`src/rtl/wb_pkg.sv`:
```
// Shared encodings and load-extraction helper
// for the register-file write-back stage.
package wb_pkg;

   // Widest datapath the load extractor handles.
   localparam int WB_MAX_BITS = 64;

   typedef enum logic [1:0] {
      EXTR_WORD  = 2'd0,
      EXTR_BYTE  = 2'd1,
      EXTR_HALF  = 2'd2,
      EXTR_UNDEF = 2'd3
   } extr_e;

   typedef enum logic [1:0] {
      LH_NONE  = 2'd0,
      LH_LO    = 2'd1,
      LH_HI    = 2'd2,
      LH_UNDEF = 2'd3
   } lh_sel_e;

   // Byte lane addr_byte, halfword lane addr_byte[1].
   function automatic logic [WB_MAX_BITS-1:0] extract_load(
      input logic [WB_MAX_BITS-1:0] word,
      input logic [1:0]             addr_byte,
      input extr_e                  mode,
      input logic                   sgn
   );
      logic [7:0]             b;
      logic [15:0]            h;
      logic [WB_MAX_BITS-1:0] r;
      b = word[{addr_byte, 3'b000} +: 8];
      h = word[{addr_byte[1], 4'b0000} +: 16];
      r = '0;
      case (mode)
         EXTR_WORD: r = word;
         EXTR_BYTE: r = {{(WB_MAX_BITS-8){sgn & b[7]}}, b};
         EXTR_HALF: r = {{(WB_MAX_BITS-16){sgn & h[15]}}, h};
         default:   r = '0;
      endcase
      return r;
   endfunction

endpackage

```
`src/rtl/regfile_writeback_stage_late_fifo.sv`:
```
// Late-result FIFO: {idx,data} entries from multi-cycle
// units, with an any-entry index match for WAW checks.
module late_result_fifo
   import wb_pkg::*;
#(
   parameter int IDX_BITS  = 5,
   parameter int DATA_BITS = 32,
   parameter int DEPTH     = 4,
   localparam int PTR_BITS = $clog2(DEPTH)
) (
   input  logic                 clk,
   input  logic                 rst,
   input  logic                 push,
   input  logic [IDX_BITS-1:0]  push_idx,
   input  logic [DATA_BITS-1:0] push_data,
   input  logic                 pop,
   output logic [IDX_BITS-1:0]  head_idx,
   output logic [DATA_BITS-1:0] head_data,
   output logic                 full,
   output logic                 empty,
   output logic [PTR_BITS:0]    count,
   input  logic [IDX_BITS-1:0]  query_idx,
   output logic                 match_any
);

   logic [IDX_BITS-1:0]  idx_mem  [DEPTH];
   logic [DATA_BITS-1:0] data_mem [DEPTH];
   logic [PTR_BITS-1:0]  wr_ptr;
   logic [PTR_BITS-1:0]  rd_ptr;
   logic [DEPTH-1:0]     match;
   logic                 push_ok;
   logic                 pop_ok;

   assign full      = (count == (PTR_BITS+1)'(DEPTH));
   assign empty     = (count == '0);
   assign push_ok   = push & ~full;
   assign pop_ok    = pop & ~empty;
   assign head_idx  = idx_mem[rd_ptr];
   assign head_data = data_mem[rd_ptr];
   assign match_any = |match;

   // An entry is live when its distance from the head is below count.
   for (genvar g = 0; g < DEPTH; g++) begin : g_match
      logic [PTR_BITS-1:0] offs;
      assign offs     = PTR_BITS'(g) - rd_ptr;
      assign match[g] = ({1'b0, offs} < count) &&
                        (idx_mem[g] == query_idx);
   end

   // Pointer and occupancy bookkeeping; pointers wrap naturally.
   always_ff @(posedge clk) begin
      if (rst) begin
         wr_ptr <= '0;
         rd_ptr <= '0;
         count  <= '0;
      end else begin
         if (push_ok) wr_ptr <= wr_ptr + 1'b1;
         if (pop_ok)  rd_ptr <= rd_ptr + 1'b1;
         case ({push_ok, pop_ok})
            2'b10:   count <= count + 1'b1;
            2'b01:   count <= count - 1'b1;
            default: count <= count;
         endcase
      end
   end

   // Entry storage; contents only matter while counted as live.
   always_ff @(posedge clk) begin
      if (push_ok) begin
         idx_mem[wr_ptr]  <= push_idx;
         data_mem[wr_ptr] <= push_data;
      end
   end

endmodule

```
`src/rtl/regfile_writeback_stage.sv`:
```
// Registered write-back stage: merges in-order pipeline
// results and late multi-cycle results onto one RegFile port.
module regfile_writeback_stage
   import wb_pkg::*;
#(
   parameter int DATA_BITS    = 32,
   parameter int REG_IDX_BITS = 5,
   parameter int LINK_REG     = 31,
   parameter int LATE_DEPTH   = 4
) (
   input  logic                    clk,
   input  logic                    rst,
   input  logic                    in_valid,
   output logic                    in_ready,
   input  logic                    in_reg_write,
   input  logic [REG_IDX_BITS-1:0] in_rt,
   input  logic [REG_IDX_BITS-1:0] in_rd,
   input  logic                    in_reg_dst,
   input  logic                    in_jal,
   input  logic [DATA_BITS-1:0]    in_pc,
   input  logic [DATA_BITS-1:0]    in_alu_out,
   input  logic                    in_mem_to_reg,
   input  logic [DATA_BITS-1:0]    in_mem_out,
   input  logic [1:0]              in_addr_byte,
   input  logic [1:0]              in_extr_word,
   input  logic                    in_extr_signed,
   input  logic [1:0]              in_lh_to_reg,
   input  logic [DATA_BITS-1:0]    in_lo,
   input  logic [DATA_BITS-1:0]    in_hi,
   input  logic                    late_valid,
   output logic                    late_ready,
   input  logic [REG_IDX_BITS-1:0] late_idx,
   input  logic [DATA_BITS-1:0]    late_data,
   output logic                    wb_we,
   output logic [REG_IDX_BITS-1:0] wb_w,
   output logic [DATA_BITS-1:0]    wb_din,
   output logic [$clog2(LATE_DEPTH):0] late_count
);

   logic [REG_IDX_BITS-1:0] w_sel;
   logic [DATA_BITS-1:0]    din_sel;
   logic [DATA_BITS-1:0]    load_val;
   logic [REG_IDX_BITS-1:0] head_idx;
   logic [DATA_BITS-1:0]    head_data;
   logic                    full;
   logic                    empty;
   logic                    match_any;
   logic                    late_push;
   logic                    hazard;
   logic                    accept;
   logic                    pop;

   assign load_val = DATA_BITS'(extract_load(
      WB_MAX_BITS'(in_mem_out), in_addr_byte,
      extr_e'(in_extr_word), in_extr_signed));

   // Destination index and write data for the pipeline op.
   always_comb begin
      w_sel   = in_reg_dst ? in_rd : in_rt;
      din_sel = in_alu_out;
      priority case (1'b1)
         in_jal: begin
            w_sel   = REG_IDX_BITS'(LINK_REG);
            din_sel = in_pc;
         end
         in_mem_to_reg: din_sel = load_val;
         default: begin
            case (lh_sel_e'(in_lh_to_reg))
               LH_LO:    din_sel = in_lo;
               LH_HI:    din_sel = in_hi;
               LH_UNDEF: din_sel = '0;
               default:  din_sel = in_alu_out;
            endcase
         end
      endcase
   end

   // An older late result to the same register must land first.
   assign late_ready = ~rst & ~full;
   assign late_push  = late_valid & late_ready;
   assign hazard     = in_reg_write & (w_sel != '0) &
                       (match_any | (late_push & (late_idx == w_sel)));
   assign in_ready   = ~rst & ~full & ~hazard;
   assign accept     = in_valid & in_ready;
   assign pop        = ~rst & ~accept & ~empty;

   late_result_fifo #(
      .IDX_BITS  (REG_IDX_BITS),
      .DATA_BITS (DATA_BITS),
      .DEPTH     (LATE_DEPTH)
   ) u_fifo (
      .clk       (clk),
      .rst       (rst),
      .push      (late_push),
      .push_idx  (late_idx),
      .push_data (late_data),
      .pop       (pop),
      .head_idx  (head_idx),
      .head_data (head_data),
      .full      (full),
      .empty     (empty),
      .count     (late_count),
      .query_idx (w_sel),
      .match_any (match_any)
   );

   // Write-port slot: pipeline op wins, else FIFO head drains.
   always_ff @(posedge clk) begin
      if (rst) begin
         wb_we  <= 1'b0;
         wb_w   <= '0;
         wb_din <= '0;
      end else if (accept) begin
         wb_we  <= in_reg_write & (w_sel != '0);
         wb_w   <= w_sel;
         wb_din <= din_sel;
      end else if (!empty) begin
         wb_we  <= (head_idx != '0);
         wb_w   <= head_idx;
         wb_din <= head_data;
      end else begin
         wb_we  <= 1'b0;
      end
   end

endmodule
```
`config.mk`:
```
export PLATFORM = sky130hd
export DESIGN_NAME = regfile_writeback_stage
export DESIGN_NICKNAME = d
export VERILOG_FILES = /design/src/rtl/wb_pkg.sv /design/src/rtl/regfile_writeback_stage_late_fifo.sv /design/src/rtl/regfile_writeback_stage.sv
export SDC_FILE = /design/constraint.sdc
export NUM_CORES = 1
export LEC_CHECK = 0
export BUFFER_PORTS_ARGS = -buffer_cell sky130_fd_sc_hd__buf_2
export CORE_MARGIN = 8
export CORE_UTILIZATION = 48
export CTS_CLUSTER_DIAMETER = 50
export CTS_CLUSTER_SIZE = 8
export DETAILED_ROUTE_END_ITERATION = 8
export PLACE_DENSITY = 0.77
export SLEW_MARGIN = 20
export SYNTH_ARGS = -nofsm -noshare
export SYNTH_HDL_FRONTEND = slang
export SYNTH_SLANG_ARGS = --single-unit
export TNS_END_PERCENT = 100
```
`constraint.sdc`:
```
create_clock -name clk -period 3.5 [get_ports clk]
set_input_delay 0.175 -clock clk [delete_from_list [all_inputs] [get_ports clk]]
set_output_delay 0.175 -clock clk [all_outputs]
set_load 0.05 [all_outputs]
```
* Word level (Yosys, flattened, before mapping)
Memory sizes are Yosys's and may differ from the RTL's. A register that Yosys moved wholly into a read port is not among the register bits.
Cells that the tools add are included.
** Word-level totals
- Memories :: 2
- Memory bits (writable) :: 148
- Bits of input ports :: 222
- Bits in registers :: 45
** Cells by class
- Order comparisons :: 4
- Bitwise gates (word level) :: 19
- Mux-type cells :: 19
- $add $sub $neg :: 8
- Shift operators :: 2
- Equal/unequal tests :: 14
- Reductions and logical operators :: 10
** Memory list
- u_fifo.data_mem :: words 4, width 32, read ports 1, clocked after Yosys merged registers in 1, wr ports 1, RTL line regfile_writeback_stage_late_fifo.sv:27 : logic [DATA_BITS-1:0] data_mem [DEPTH];
- u_fifo.idx_mem :: words 4, width 5, read ports 5, clocked after Yosys merged registers in 1, wr ports 1, RTL line regfile_writeback_stage_late_fifo.sv:26 : logic [IDX_BITS-1:0] idx_mem [DEPTH];
** Operator list (count)
- $pmux W32 S3 :: 2
- $mux W32 :: 4
- $shiftx A64 B6 Y16 :: 1
- $shiftx A64 B6 Y8 :: 1
- $eq A5 B5 Y1 :: 5
- $mux W5 :: 4
- $and A1 B1 Y1 :: 13
- $lt A2 B3 Y1 :: 4
- $reduce_bool A5 Y1 :: 2
- $eq A2 B2 Y1 const B :: 4
- $mux W2 :: 4
- $eq A2 B1 Y1 const B :: 3
- $pmux W3 S2 :: 1
- $not A1 Y1 :: 5
- $add A2 B1 Y2 const B :: 2
- $logic_and A1 B1 Y1 :: 4
- $mux W1 :: 4
- $reduce_or A4 Y1 :: 1
- $sub A1 B2 Y2 const A :: 2
- $sub A2 B2 Y2 const A :: 2
- $add A3 B1 Y3 const B :: 1
- $eq A3 B3 Y1 const B :: 1
- $logic_not A3 Y1 :: 1
- $sub A3 B1 Y3 const B :: 1
- other kinds (4) :: 4

* Depth between registers and ports, before layout
Gate-level depths: netlist (run 1).
- Word-level depth :: 16
- Depth in mapped cells :: 16
- Depth with buffers taken out :: 15

* Hierarchy
From an unflattened synthesis (run 1), not the netlist that was laid out.
** Unflattened totals
- Cell total of the unflattened synthesis :: 770
- Area total of the unflattened synthesis :: 10028.4 µm²
** Modules (own cells, without submodules)
- late_result_fifo :: times used 1, area an instance 6162.2 µm², seq. area each 4624.4 µm², cells each 290
- regfile_writeback_stage :: times used 1, area an instance 3866.2 µm², seq. area each 760.7 µm², cells each 480

* Worst setup path before layout (run 1)
No wires, ideal clock.
- Path kind :: register to register
- Start :: reg u_fifo.count[1]
- End :: reg u_fifo.count[2]
- Period minus slack after synthesis :: 4.307 ns
- Setup slack :: -0.807 ns
- Library setup time :: 0.071 ns
- Data required time :: 3.429 ns
- Buffers on the path :: 0
- Stages on the path, launching flop included :: 14
- Data arrival time :: 4.236 ns
- Cell sequence :: dfxtp_1 inv_1 a31oi_1 o211ai_1 nor4_1 a211oi_2 a211oi_2 nor2b_1 ha_1 inv_1 fa_1 xor2_1 or3_1 a21oi_1
** Between the ends
- Word-level cells in the longest chain between the ends :: 16
- Elaborated cells on any way between the ends :: 32
- Those cells by class :: add/sub: 2; order compare: 4; eq/ne: 3; mux: 1; bitwise: 15; reduce/logical: 7
** RTL lines
- from (decl) :: RTL line regfile_writeback_stage_late_fifo.sv:21 : output logic [PTR_BITS:0] count,
- from (signal assigned) :: RTL line regfile_writeback_stage_late_fifo.sv:60 : 2'b10: count <= count + 1'b1;
- from (signal assigned) :: RTL line regfile_writeback_stage_late_fifo.sv:61 : 2'b01: count <= count - 1'b1;
- from (signal assigned) :: RTL line regfile_writeback_stage_late_fifo.sv:62 : default: count <= count;
- $eq A3 B3 Y1 * :: RTL line regfile_writeback_stage_late_fifo.sv:34 : assign full = (count == (PTR_BITS+1)'(DEPTH));
- $not A1 Y1 * :: RTL line regfile_writeback_stage.sv:79 : assign late_ready = ~rst & ~full;
- $and A1 B1 Y1 * :: RTL line regfile_writeback_stage.sv:79
- named net late_ready :: RTL line regfile_writeback_stage.sv:31 : output logic late_ready,
- $and A1 B1 Y1 :: RTL line regfile_writeback_stage.sv:80 : assign late_push = late_valid & late_ready;
- $and A1 B1 Y1 :: RTL line regfile_writeback_stage.sv:82 : (match_any | (late_push & (late_idx == w_sel)));
- $or A1 B1 Y1 :: RTL line regfile_writeback_stage.sv:82
- $and A1 B1 Y1 :: RTL line regfile_writeback_stage.sv:81 : assign hazard = in_reg_write & (w_sel != '0) &
- $not A1 Y1 :: RTL line regfile_writeback_stage.sv:83 : assign in_ready = ~rst & ~full & ~hazard;
- $and A1 B1 Y1 * :: RTL line regfile_writeback_stage.sv:83
- $and A1 B1 Y1 * :: RTL line regfile_writeback_stage.sv:84 : assign accept = in_valid & in_ready;
- $not A1 Y1 * :: RTL line regfile_writeback_stage.sv:85 : assign pop = ~rst & ~accept & ~empty;
- $and A1 B1 Y1 * (2 in a row) :: RTL line regfile_writeback_stage.sv:85
- $and A1 B1 Y1 * :: RTL line regfile_writeback_stage_late_fifo.sv:37 : assign pop_ok = pop & ~empty;
- named net u_fifo.pop_ok :: RTL line regfile_writeback_stage_late_fifo.sv:32 : logic pop_ok;
- $eq A2 B1 Y1 / $eq A2 B2 Y1 (equally long branches) :: RTL line regfile_writeback_stage_late_fifo.sv:59 : case ({push_ok, pop_ok})
- $pmux W3 S2 / $reduce_bool A2 Y1 (equally long branches)
Mark *: on every way through the listed nets, which the timed path passes. The rest lies on a longest branch.
A chain may end at the register's enable or synchronous reset.

* Final worst setup path (run 1)
- Start :: reg u_fifo.count[1]
- End :: reg u_fifo.count[2]
** Between the ends
- Word-level cells in the longest chain between the ends :: 16
- Elaborated cells on any way between the ends :: 32
- Those cells by class :: add/sub: 2; order compare: 4; eq/ne: 3; mux: 1; bitwise: 15; reduce/logical: 7
** RTL lines (RTL line)
- $eq A3 B3 Y1 :: regfile_writeback_stage_late_fifo.sv:34
- $not A1 Y1 :: regfile_writeback_stage.sv:79, regfile_writeback_stage.sv:83
- $and A1 B1 Y1 :: regfile_writeback_stage.sv:79, regfile_writeback_stage.sv:83
- $and A1 B1 Y1 :: regfile_writeback_stage.sv:80
- $and A1 B1 Y1 :: regfile_writeback_stage.sv:82
- $or A1 B1 Y1 :: regfile_writeback_stage.sv:82
- $and A1 B1 Y1 :: regfile_writeback_stage.sv:81
- $not A1 Y1 :: regfile_writeback_stage.sv:83
- $and A1 B1 Y1 :: regfile_writeback_stage.sv:83
- $and A1 B1 Y1 :: regfile_writeback_stage.sv:84
- $not A1 Y1 :: regfile_writeback_stage.sv:85
- $and A1 B1 Y1 (2 in a row) :: regfile_writeback_stage.sv:85
- $and A1 B1 Y1 * :: regfile_writeback_stage_late_fifo.sv:37
- named net u_fifo.pop_ok :: regfile_writeback_stage_late_fifo.sv:32
- $eq A2 B1 Y1 / $eq A2 B2 Y1 (equally long branches) :: regfile_writeback_stage_late_fifo.sv:59
- $pmux W3 S2 / $reduce_bool A2 Y1 (equally long branches)
Marks and branches as above.

==> metrics, run 1 <==
final instance area=12400 sq um; Vias/cell=5.75; Synth area leaders=edfxtp_1, dfxtp_1, mux4_2, mux2i_1, nand2_1; clock slew at reported path FFs=70 ps; final max-slew violation count=0; Port Buffers=about 260; LEAKAGE=4.73 nW; Crit. End Element=flop; final hold viol count=0; Clk Latency, worst-skew pair=430 ps; Top delay family on crit path=adder cells; maxcap violations=0; Cells after Synth=around 840; pwr dens=approximately 540 nW/um^2; Antenna Nets Post-Route=0; Worst Path Buf+Inv=2; min Tclk post-route=3240 ps; total grt overflow=0; gr usage total=0.242; io pins=265; Initial Utilization=0.490; Post-Synthesis Net Count=around 1100; CTS root buffer=clkbuf_16; PnR worst setup slack=262 ps; dpl cell area=11500 sq um; fin crit share=0.925; synth warn=0; CTS Buf Count=17; Post-synth EDFFs=~150; largest net degree at the start of global routing=65; setup TNS=0 ps; CTS tree=built; grt met3 use=0.0473; count leader, synth=edfxtp_1; crit path kind=reg -> reg; initial DRC count=~790; drt drc=0; Max IR drop VDD=slightly below 0.6 mV; Yosys top cell by area=edfxtp_1; Post-synth top flop=edfxtp_1; status=finished, final reports clean; pre-CTS setup slack=roughly 150 ps; top cell type's share of synthesized area=0.448; Layout Nets=between 1000 and 1500; # H-tree levels=4; post-DP HPWL=23500 um; DRT Wirelength=31600 um; fmax=0.309 GHz; unrepaired setup endpoints after global routing=no; Fin Clk Skew=9.75 ps; Hold Crit Class=in -> reg; core area=20200 sq um; global-route wire length before repair=48100 um; syn_area_per_cell=11.8 sq um; drt first pass iters=5; Vias=8024; clock sink total=approximately 200; Longest Clk Path Bufs=2; Post-Syn Area=9910 sq um; synth unique cells=53; GPL Wtd Cong=0.919; final setup fails=0; Synth-to-Final Area Change=25.6%; Worst EP required=between 3000 and 4000 ps; die area=25500 sq um; Slew @ Worst Pin=around 740 ps; DR WL/cell=approximately 23 um; crit-path cells=inv_1 > ha_1 > a21oi_1 > o22ai_1 > nor4_1 > a211oi_2 > a211oi_2 > nor2b_1 > ha_1 > inv_1 > fa_1 > xor2_1 > or3_1 > a21oi_1; GR Layer Usage met1=0.300; FF+latch count, synth=195; worst-path maximum fanout=6; Async SR Flop Fraction=0; register area share after synthesis=0.543; Post-synth top cells=edfxtp_1, nand2_1, nor2_1; CP Launch Type=flop; crit path max-delay cell type=dfxtp_2; Die Width=160 um; Critical Path Max Stage Delay=370 ps; Slew headroom=0.508; GR peak layer=met2; initial antenna violation count=3; die span in y=160 um; vias in the first global route=a little over 8000; row cnt=52; GR Util met2=0.411; WP data arrival=3590 ps; fraction of layout cells with a size suffix above 1=0.340
-- worst paths after layout --
path / startpoint / end / slack (ps) / depth (start not counted)
hold / removal: late_idx[0] / u_fifo.idx_mem[3][0] / 20 / 1
setup / recovery: u_fifo.count[1] / u_fifo.count[2] / 260 / 14
hold reg to reg: wb_din[25] / wb_din[25] / 490 / 2
setup reg to reg: u_fifo.count[1] / u_fifo.count[2] / 260 / 14
-- registers in the layout, indices dropped and copies added, names as in the netlist, named ones only --
register / count
u_fifo.data_mem: 128
u_fifo.count: 3
u_fifo.rd_ptr: 2
wb_w: 5
u_fifo.idx_mem: 20
u_fifo.wr_ptr: 2
wb_we: 1
wb_din: 32
-- kinds of logic after synthesis --
family / share of synthesized area
buf+inv: 0.0318
xor+xnor: 0.0186
fa+ha+maj: 0.0134
mux: 0.145
compound gates: 0.141
flops: 0.543
simple gates: 0.107
-- through the flow --
step,hold slack (ps),power (mW),util,instances
2_1_floorplan,274,4.15,-,838
3_3_place_gp,387,4.73,0.569,1327
3_5_place_dp,390,4.76,0.569,1327
4_1_cts,1.43,6.72,0.614,1392
5_1_grt,2.98,6.98,0.615,1395
6_report,15.0,6.69,0.615,1395
-- cells in the final DEF (no fill, tap or decap), types with 5 or more instances in the layout --
master,count
dfxtp_1,43
nor2_1,82
mux2i_1,51
xnor2_1,19
a31oi_1,7
clkbuf_16,17
inv_8,5
a221oi_1,7
a21oi_1,44
o22a_1,8
nor3_1,11
a311oi_1,37
ha_1,9
o21ai_0,26
a211oi_1,34
nand2b_1,18
mux4_2,37
o22ai_1,22
inv_1,7
nand2_1,99
a21boi_0,6
buf_4,19
edfxtp_1,148
buf_2,264
dlygate4sd3_1,33
-- timing repair --
item	4_1_cts	5_1_grt
endpoints found under the hold margin	132	0
endpoints found under the setup margin	0	1
resized for setup	0	1
buffers inserted	0	0
hold buffers	33	0
-- worst register-to-register path: cells and delay by family, from the launching register on --
kind,cells,cell delay [ps]
fa+ha+maj,3,910
simple gates,3,770
flops,1,370
buf+inv,2,220
compound gates,5,750
xor+xnor,1,150
-- layout make-up --
cell class	instances	area, sq um
inverters	8	30.0
flip-flops and latches	195	5390
repair buffers	318	1830
multi-input cells	569	4250
well taps	270	338
clock buffers	18	429
clock inverters	14	166
diodes	3	7.51
fillers	1608	7790
-- per-layer routing --
layer  routed length [um]  vias up
li1                     -     3749
met1                12800     3844
met2                15700      382
met3                 2250       49
met4                  870        0
met5                    0        -
-- where the power goes --
group | switching (mW) | internal (mW) | total, mW
Combinational | 1.24 | 0.717 | 1.96
Clock | 0.876 | 1.08 | 1.96
Sequential | 0.119 | 2.66 | 2.78
Total | 2.24 | 4.46 | 6.69
Note: power is estimated with default switching activity, not from simulation.
==> run 2: changes to the inputs <==
--- a/config.mk
+++ b/config.mk
@@ -6,12 +6,14 @@
 export NUM_CORES = 1
 export LEC_CHECK = 0
 export BUFFER_PORTS_ARGS = -buffer_cell sky130_fd_sc_hd__buf_2
+export CELL_PAD_IN_SITES_DETAIL_PLACEMENT = 1
+export CELL_PAD_IN_SITES_GLOBAL_PLACEMENT = 2
 export CORE_MARGIN = 8
-export CORE_UTILIZATION = 48
+export CORE_UTILIZATION = 31
 export CTS_CLUSTER_DIAMETER = 50
 export CTS_CLUSTER_SIZE = 8
 export DETAILED_ROUTE_END_ITERATION = 8
-export PLACE_DENSITY = 0.77
+export PLACE_DENSITY_LB_ADDON = 0.1
 export SLEW_MARGIN = 20
 export SYNTH_ARGS = -nofsm -noshare
 export SYNTH_HDL_FRONTEND = slang
==> run 2 against run 1 <==
Die area grew 49%. Via count decreased by 0.95%. Cell count rose by 10%. Global-route usage is 5.4 points lower. Total power grew 3.5%. Clock power grew 7%. Wire length rose by 15%. Sequential power about the same. Non-clock buffer count is 11 higher. First-iteration DRC count down 42%. Worst setup slack better by 35 ps.
==> metrics, run 2 (synthesis results as in run 1) <==
Slew @ Worst Pin=913 ps (+175 ps); Layout Nets=1352 (+0.82%); status=finished, final reports clean; area of the multi-input gates=4280 sq um (+0.71%); Longest Clk Path Bufs=2 (unchanged); Worst EP required=3870 ps (about the same); die area=37900 sq um (+49%); fill cell count=3476 (+120%); fin crit share=0.915 (-0.0101); GPL Wtd Cong=0.856 (-6.9%); crit-path cells=clkinvlp_4 > ha_1 > a21oi_2 > o22ai_1 > nor4_2 > a211oi_2 > a211oi_2 > nor2b_2 > ha_1 > inv_1 > fa_1 > xor2_1 > or3_1 > a21oi_1; grt met3 use=0.0361 (-0.0112); Critical Path Max Stage Delay=390 ps (+20 ps); DR WL/cell=23.5 um (+4.1%); Fin Clk Skew=8.80 ps (-0.947 ps); crit path kind=reg -> reg; Synth-to-Final Area Change=29.0%; final hold viol count=0 (unchanged); maxcap violations=0 (unchanged); pwr dens=542 nW/um^2 (+0.72%); global-route wire length before repair=54400 um (+13%); row cnt=65 (+25%); Hold Crit Class=in -> reg; Crit. End Element=flop; fmax=0.312 GHz (+1.1%); largest net degree at the start of global routing=51 (-22%); biggest regs=u_fifo.data_mem: 128 flops, wb_din: 32 flops, u_fifo.idx_mem: 20 flops; Clk Latency, worst-skew pair=440 ps (about the same); clock sink total=195 (unchanged); post-DP HPWL=27300 um (+17%); Port Buffers=264 (unchanged); vias in the first global route=8594 (+4.8%); PnR worst setup slack=297 ps (+35.4 ps); crit path max-delay cell type=dfxtp_4; total grt overflow=0 (unchanged); Vias/cell=5.16 (-10%); initial DRC count=460 (-42%); CTS Buf Count=17 (unchanged); final setup fails=0 (unchanged); most frequent cells in the layout=buf_2, edfxtp_1, nand2_1, nor2_1, mux2i_1; Slew headroom=0.389 (-0.120); min Tclk post-route=3200 ps (-35.4 ps); final max-slew violation count=0 (unchanged); unrepaired setup endpoints after global routing=no; commonest non-fill, non-tap cell in the layout=buf_2; pre-CTS setup slack=127 ps (-26.4 ps); clock slew at reported path FFs=80 ps (about the same); Vias=7948 (-0.95%); CTS root buffer=clkbuf_16; Max IR drop VDD=0.363 mV (-38%); DRT Wirelength=36200 um (+15%); CP Launch Type=flop; Antenna Nets Post-Route=0 (unchanged); GR Layer Usage met1=0.256 (-0.0443); Initial Utilization=0.314 (-0.176); GR peak layer=met2; gr usage total=0.188 (-0.0535); worst-path maximum fanout=6 (unchanged); die span in y=195 um (+22%); R2R setup slack=300 ps (+40 ps); max reg flops=128 (unchanged); setup TNS=0 ps (unchanged); GR Util met2=0.301 (-0.110); drt first pass iters=5 (unchanged); register area=5390 sq um (about the same); core area=31600 sq um (+56%); WP data arrival=3570 ps (-20 ps); LEAKAGE=4.80 nW (+1.5%); fraction of layout cells with a size suffix above 1=0.353 (+0.0135); CTS tree=built; # H-tree levels=4 (unchanged); drt drc=0 (unchanged); initial antenna violation count=5 (+2); Die Width=195 um (+22%); io pins=265 (unchanged); Most flops, register=u_fifo.data_mem
==> run 2: cell count changes in the layout (fill, tap and decap cells not counted), sizes merged <==
cell / before / now
diode: 3 / 4
clkinv: 2 / 5
bufinv: 2 / 3
buf: 285 / 293
dlygate4sd3: 33 / 36
inv: 16 / 12
==> run 2: layout make-up <==
cell class / count / share of cell area
multi-input cells: 569 / 0.335
diodes: 4 / 0.000783
inverters: 8 / 0.00264
flip-flops and latches: 195 / 0.422
clock inverters: 14 / 0.0154
well taps: 402 / 0.0393
repair buffers: 329 / 0.151
clock buffers: 18 / 0.0344
==> run 2: worst max-delay path: cells and delay by family (launching register included) <==
kind / cells / cell delay, ps
adders and majority gates: 3 / 890
AOI/OAI and AO/OA: 5 / 760
buffers and inverters: 2 / 220
DFF: 1 / 390
and+or+nand+nor: 3 / 720
xor gates and xnor gates: 1 / 160
==> run 2: power breakdown <==
part / leakage, nW / switching (mW) / internal, mW
clock: 0.310 / 0.930 / 1.17
combinational: 2.76 / 1.28 / 0.742
sequential: 1.74 / 0.140 / 2.66
==> run 2: worst paths after layout <==
path,from,end,depth (start not counted)
min,late_idx[4],u_fifo.idx_mem[2][4],1
min reg2reg,wb_w[4],wb_w[4],2
max,u_fifo.count[1],u_fifo.count[2],14
max reg2reg,u_fifo.count[1],u_fifo.count[2],14
==> run 2: through the flow <==
stage	total power [mW]	hold slack, ps	area (sq um)	cells	util
2_1_floorplan	4.15	274	9930	838	-
3_3_place_gp	4.85	391	11700	1464	0.371
3_5_place_dp	4.85	396	11700	1464	0.371
4_1_cts	7.00	15.8	12700	1532	0.403
5_1_grt	7.24	33.0	12800	1538	0.405
6_report	6.93	28.8	12800	1539	0.405
==> run 2: timing repair <==
item	in CTS	in global routing
setup buffers	0	3
endpoints found under the setup margin	0	2
hold buffers	36	0
resized for setup	0	10
endpoints found under the hold margin	142	0
==> run 2: layer usage <==
metal / share of wire / up-vias
li1: - / 3774
met1: 0.48 / 3915
met2: 0.46 / 227
met3: 0.049 / 28
met4: 0.016 / 4
met5: 0.00072 / -
==> run 3: changes to the inputs <==
--- a/config.mk
+++ b/config.mk
@@ -5,16 +5,16 @@
 export SDC_FILE = /design/constraint.sdc
 export NUM_CORES = 1
 export LEC_CHECK = 0
-export BUFFER_PORTS_ARGS = -buffer_cell sky130_fd_sc_hd__buf_2
+export CAP_MARGIN = 10
 export CELL_PAD_IN_SITES_DETAIL_PLACEMENT = 1
 export CELL_PAD_IN_SITES_GLOBAL_PLACEMENT = 2
 export CORE_MARGIN = 8
-export CORE_UTILIZATION = 31
+export CORE_UTILIZATION = 37
 export CTS_CLUSTER_DIAMETER = 50
 export CTS_CLUSTER_SIZE = 8
 export DETAILED_ROUTE_END_ITERATION = 8
+export DONT_BUFFER_PORTS = 1
 export PLACE_DENSITY_LB_ADDON = 0.1
-export SLEW_MARGIN = 20
 export SYNTH_ARGS = -nofsm -noshare
 export SYNTH_HDL_FRONTEND = slang
 export SYNTH_SLANG_ARGS = --single-unit
==> run 3 against run 2 <==
Cell count is 21% lower. Via count is 11% lower. Clock skew is 11 ps higher. Hold slack worse by 4.8 ps. Maximum frequency is 1.9% lower. Flip-flop and latch count stayed put. Global-route usage is 0.98 points higher. Register-to-register slack worse by 60 ps. Critical path type unchanged.
==> metrics, run 3 (synthesis results as in run 1) <==
global-route wire length before repair=48900 um (-10%); crit-path cells=clkinvlp_4 > ha_1 > a21oi_1 > o22ai_1 > nor4_2 > a211oi_2 > a211oi_2 > nor2b_1 > ha_1 > inv_1 > fa_1 > xor2_1 > or3_1 > a21oi_1; commonest non-fill, non-tap cell in the layout=edfxtp_1; Fin Clk Skew=19.8 ps (+11.0 ps); Hold Crit Class=in -> reg; die span in y=180 um (-7.8%); Slew headroom=0.559 (+0.170); maxcap violations=0 (unchanged); DR WL/cell=27.1 um (+15%); logic gate share of total power=0.212 (-0.080); die area=32300 sq um (-15%); Layout Nets=1088 (-20%); initial DRC count=449 (-2.4%); Crit. End Element=flop; CTS root buffer=clkbuf_16; # H-tree levels=4 (unchanged); Synth-to-Final Area Change=14.6%; final setup fails=0 (unchanged); pre-CTS setup slack=28.9 ps (-98.4 ps); DRT Wirelength=32800 um (-9.4%); status=finished, final reports clean; pwr dens=580 nW/um^2 (+6.9%); P_sw=2.33 mW (-0.79%); min Tclk post-route=3260 ps (+61.0 ps); RR Startpoint=u_fifo.count[1]; sequential share of power=0.480 (+0.076); largest net degree at the start of global routing=85 (+67%); R2R setup slack=240 ps (-60 ps); post-DP HPWL=24700 um (-9.8%); crit path max-delay cell type=dfxtp_2; Slew @ Worst Pin=661 ps (-251 ps); Critical Path Max Stage Delay=370 ps (-20 ps); Clk Latency, worst-skew pair=450 ps (about the same); Min Hold Slack=24.1 ps (-4.77 ps); GPL Wtd Cong=0.871 (+1.8%); Top delay family on crit path=adder cells; Vias/cell=5.81 (+13%); WP data arrival=3640 ps (+70 ps); total grt overflow=0 (unchanged); fin crit share=0.933 (+0.0174); Worst R2R Path Depth=14 (unchanged); core area=26700 sq um (-16%); max reg flops=128 (unchanged); drt drc=0 (unchanged); Die Width=180 um (-7.8%); Port Buffers=0 (-100%); Clk network pwr share=0.308 (+0.005); crit path kind=reg -> reg; most frequent cells in the layout=edfxtp_1, nand2_1, nor2_1, mux2i_1, a21oi_1; fraction of layout cells with a size suffix above 1=0.151 (-0.202); setup TNS=0 ps (unchanged); Vias=7047 (-11%); CTS Buf Count=17 (unchanged); Max IR drop VDD=0.289 mV (-20%); drt first pass iters=5 (unchanged); gr usage total=0.198 (+0.00976); final max-slew violation count=0 (unchanged); io pins=265 (unchanged); CP Launch Type=flop; row cnt=60 (-7.7%); Int Pwr=4.25 mW (-7.2%); final hold viol count=0 (unchanged); Antenna Nets Post-Route=0 (unchanged); Worst Path Buf+Inv=2 (unchanged); fill cell count=2772 (-20%); clock sink total=195 (unchanged); fmax=0.306 GHz (-1.9%); Worst EP required=3880 ps (about the same); PnR worst setup slack=236 ps (-61.0 ps); Initial Utilization=0.372 (+0.0578); Hold Crit Start=rst; CTS tree=built; initial antenna violation count=2 (-3); Hold Path Stages=2 (+1); reg2reg end=u_fifo.count[2]; worst-path maximum fanout=6 (unchanged); vias in the first global route=7446 (-13%); Hold Path End=u_fifo.rd_ptr[1]; clock slew at reported path FFs=90 ps (about the same); Sw Share=0.355 (+0.0150); Most flops, register=u_fifo.data_mem; LEAKAGE=3.71 nW (-23%); biggest regs=u_fifo.data_mem: 128 flops, wb_din: 32 flops, u_fifo.idx_mem: 20 flops; Longest Clk Path Bufs=2 (unchanged)
-- run 3: cell count changes in the layout (fill, tap and decap cells not counted), sizes merged, moves of 2 or more --
cell,change
buf,-266
bufinv,-3
diode,-2
dlygate4sd3,+2
inv,+4
-- run 3: power groups by stage --
stage	Combinational [mW]	Sequential [mW]	Clock [mW]
3_3_place_gp	1.29	3.20	0
3_5_place_dp	1.32	3.21	0
5_1_grt	1.52	3.18	2.15
2_1_floorplan	1.03	3.12	0
4_1_cts	1.39	3.16	2.07
6_report	1.40	3.16	2.03
-- run 3: what timing repair did --
action | 4_1_cts | 5_1_grt
setup buffers | 0 | 2
hold endpoints to repair | 193 | 0
resized for setup | 0 | 8
hold buffers | 39 | 0
endpoints found under the setup margin | 0 | 1
-- run 3: worst max path at each step --
stage | slack [ps] | endpoint | cells past startpoint | start
detailed placement | 30 | u_fifo.count[2] | 15 | u_fifo.rd_ptr[0]
global placement | 230 | u_fifo.count[2] | 15 | u_fifo.rd_ptr[0]
global route | -2 | u_fifo.count[2] | 14 | u_fifo.count[1]
finish | 240 | u_fifo.count[2] | 14 | u_fifo.count[1]
CTS | 4 | u_fifo.count[2] | 15 | u_fifo.rd_ptr[0]
floorplan | 130 | u_fifo.count[2] | 13 | u_fifo.count[2]
-- run 3: metrics by stage --
stage / area, sq um / utilization / power, mW / instances
final: 11400 / 0.426 / 6.58 / 1212
after global routing: 11400 / 0.426 / 6.85 / 1212
after CTS: 11300 / 0.424 / 6.62 / 1208
after detailed placement: 10300 / 0.386 / 4.54 / 1137
after global placement: 10300 / 0.386 / 4.50 / 1137
after floorplan: 9930 / - / 4.15 / 838
-- run 3: cell type report --
type | count | area [sq um] | share of cell area
inverter | 8 | 33.8 | 0.00298
clock inverter | 15 | 194 | 0.0171
sequential | 195 | 5400 | 0.475
antenna | 2 | 5.00 | 0.000441
clock buffer | 17 | 425 | 0.0375
timing repair buffer | 65 | 608 | 0.0536
multi-input combinational | 569 | 4270 | 0.376
tap | 341 | 427 | 0.0376
-- run 3: layer usage --
metal  up-vias  track usage  share of wire
li1       3249            -              -
met1      3520        0.250           0.44
met2       241        0.319           0.47
met3        37       0.0599          0.070
met4         0       0.0687          0.026
met5         -            0              0
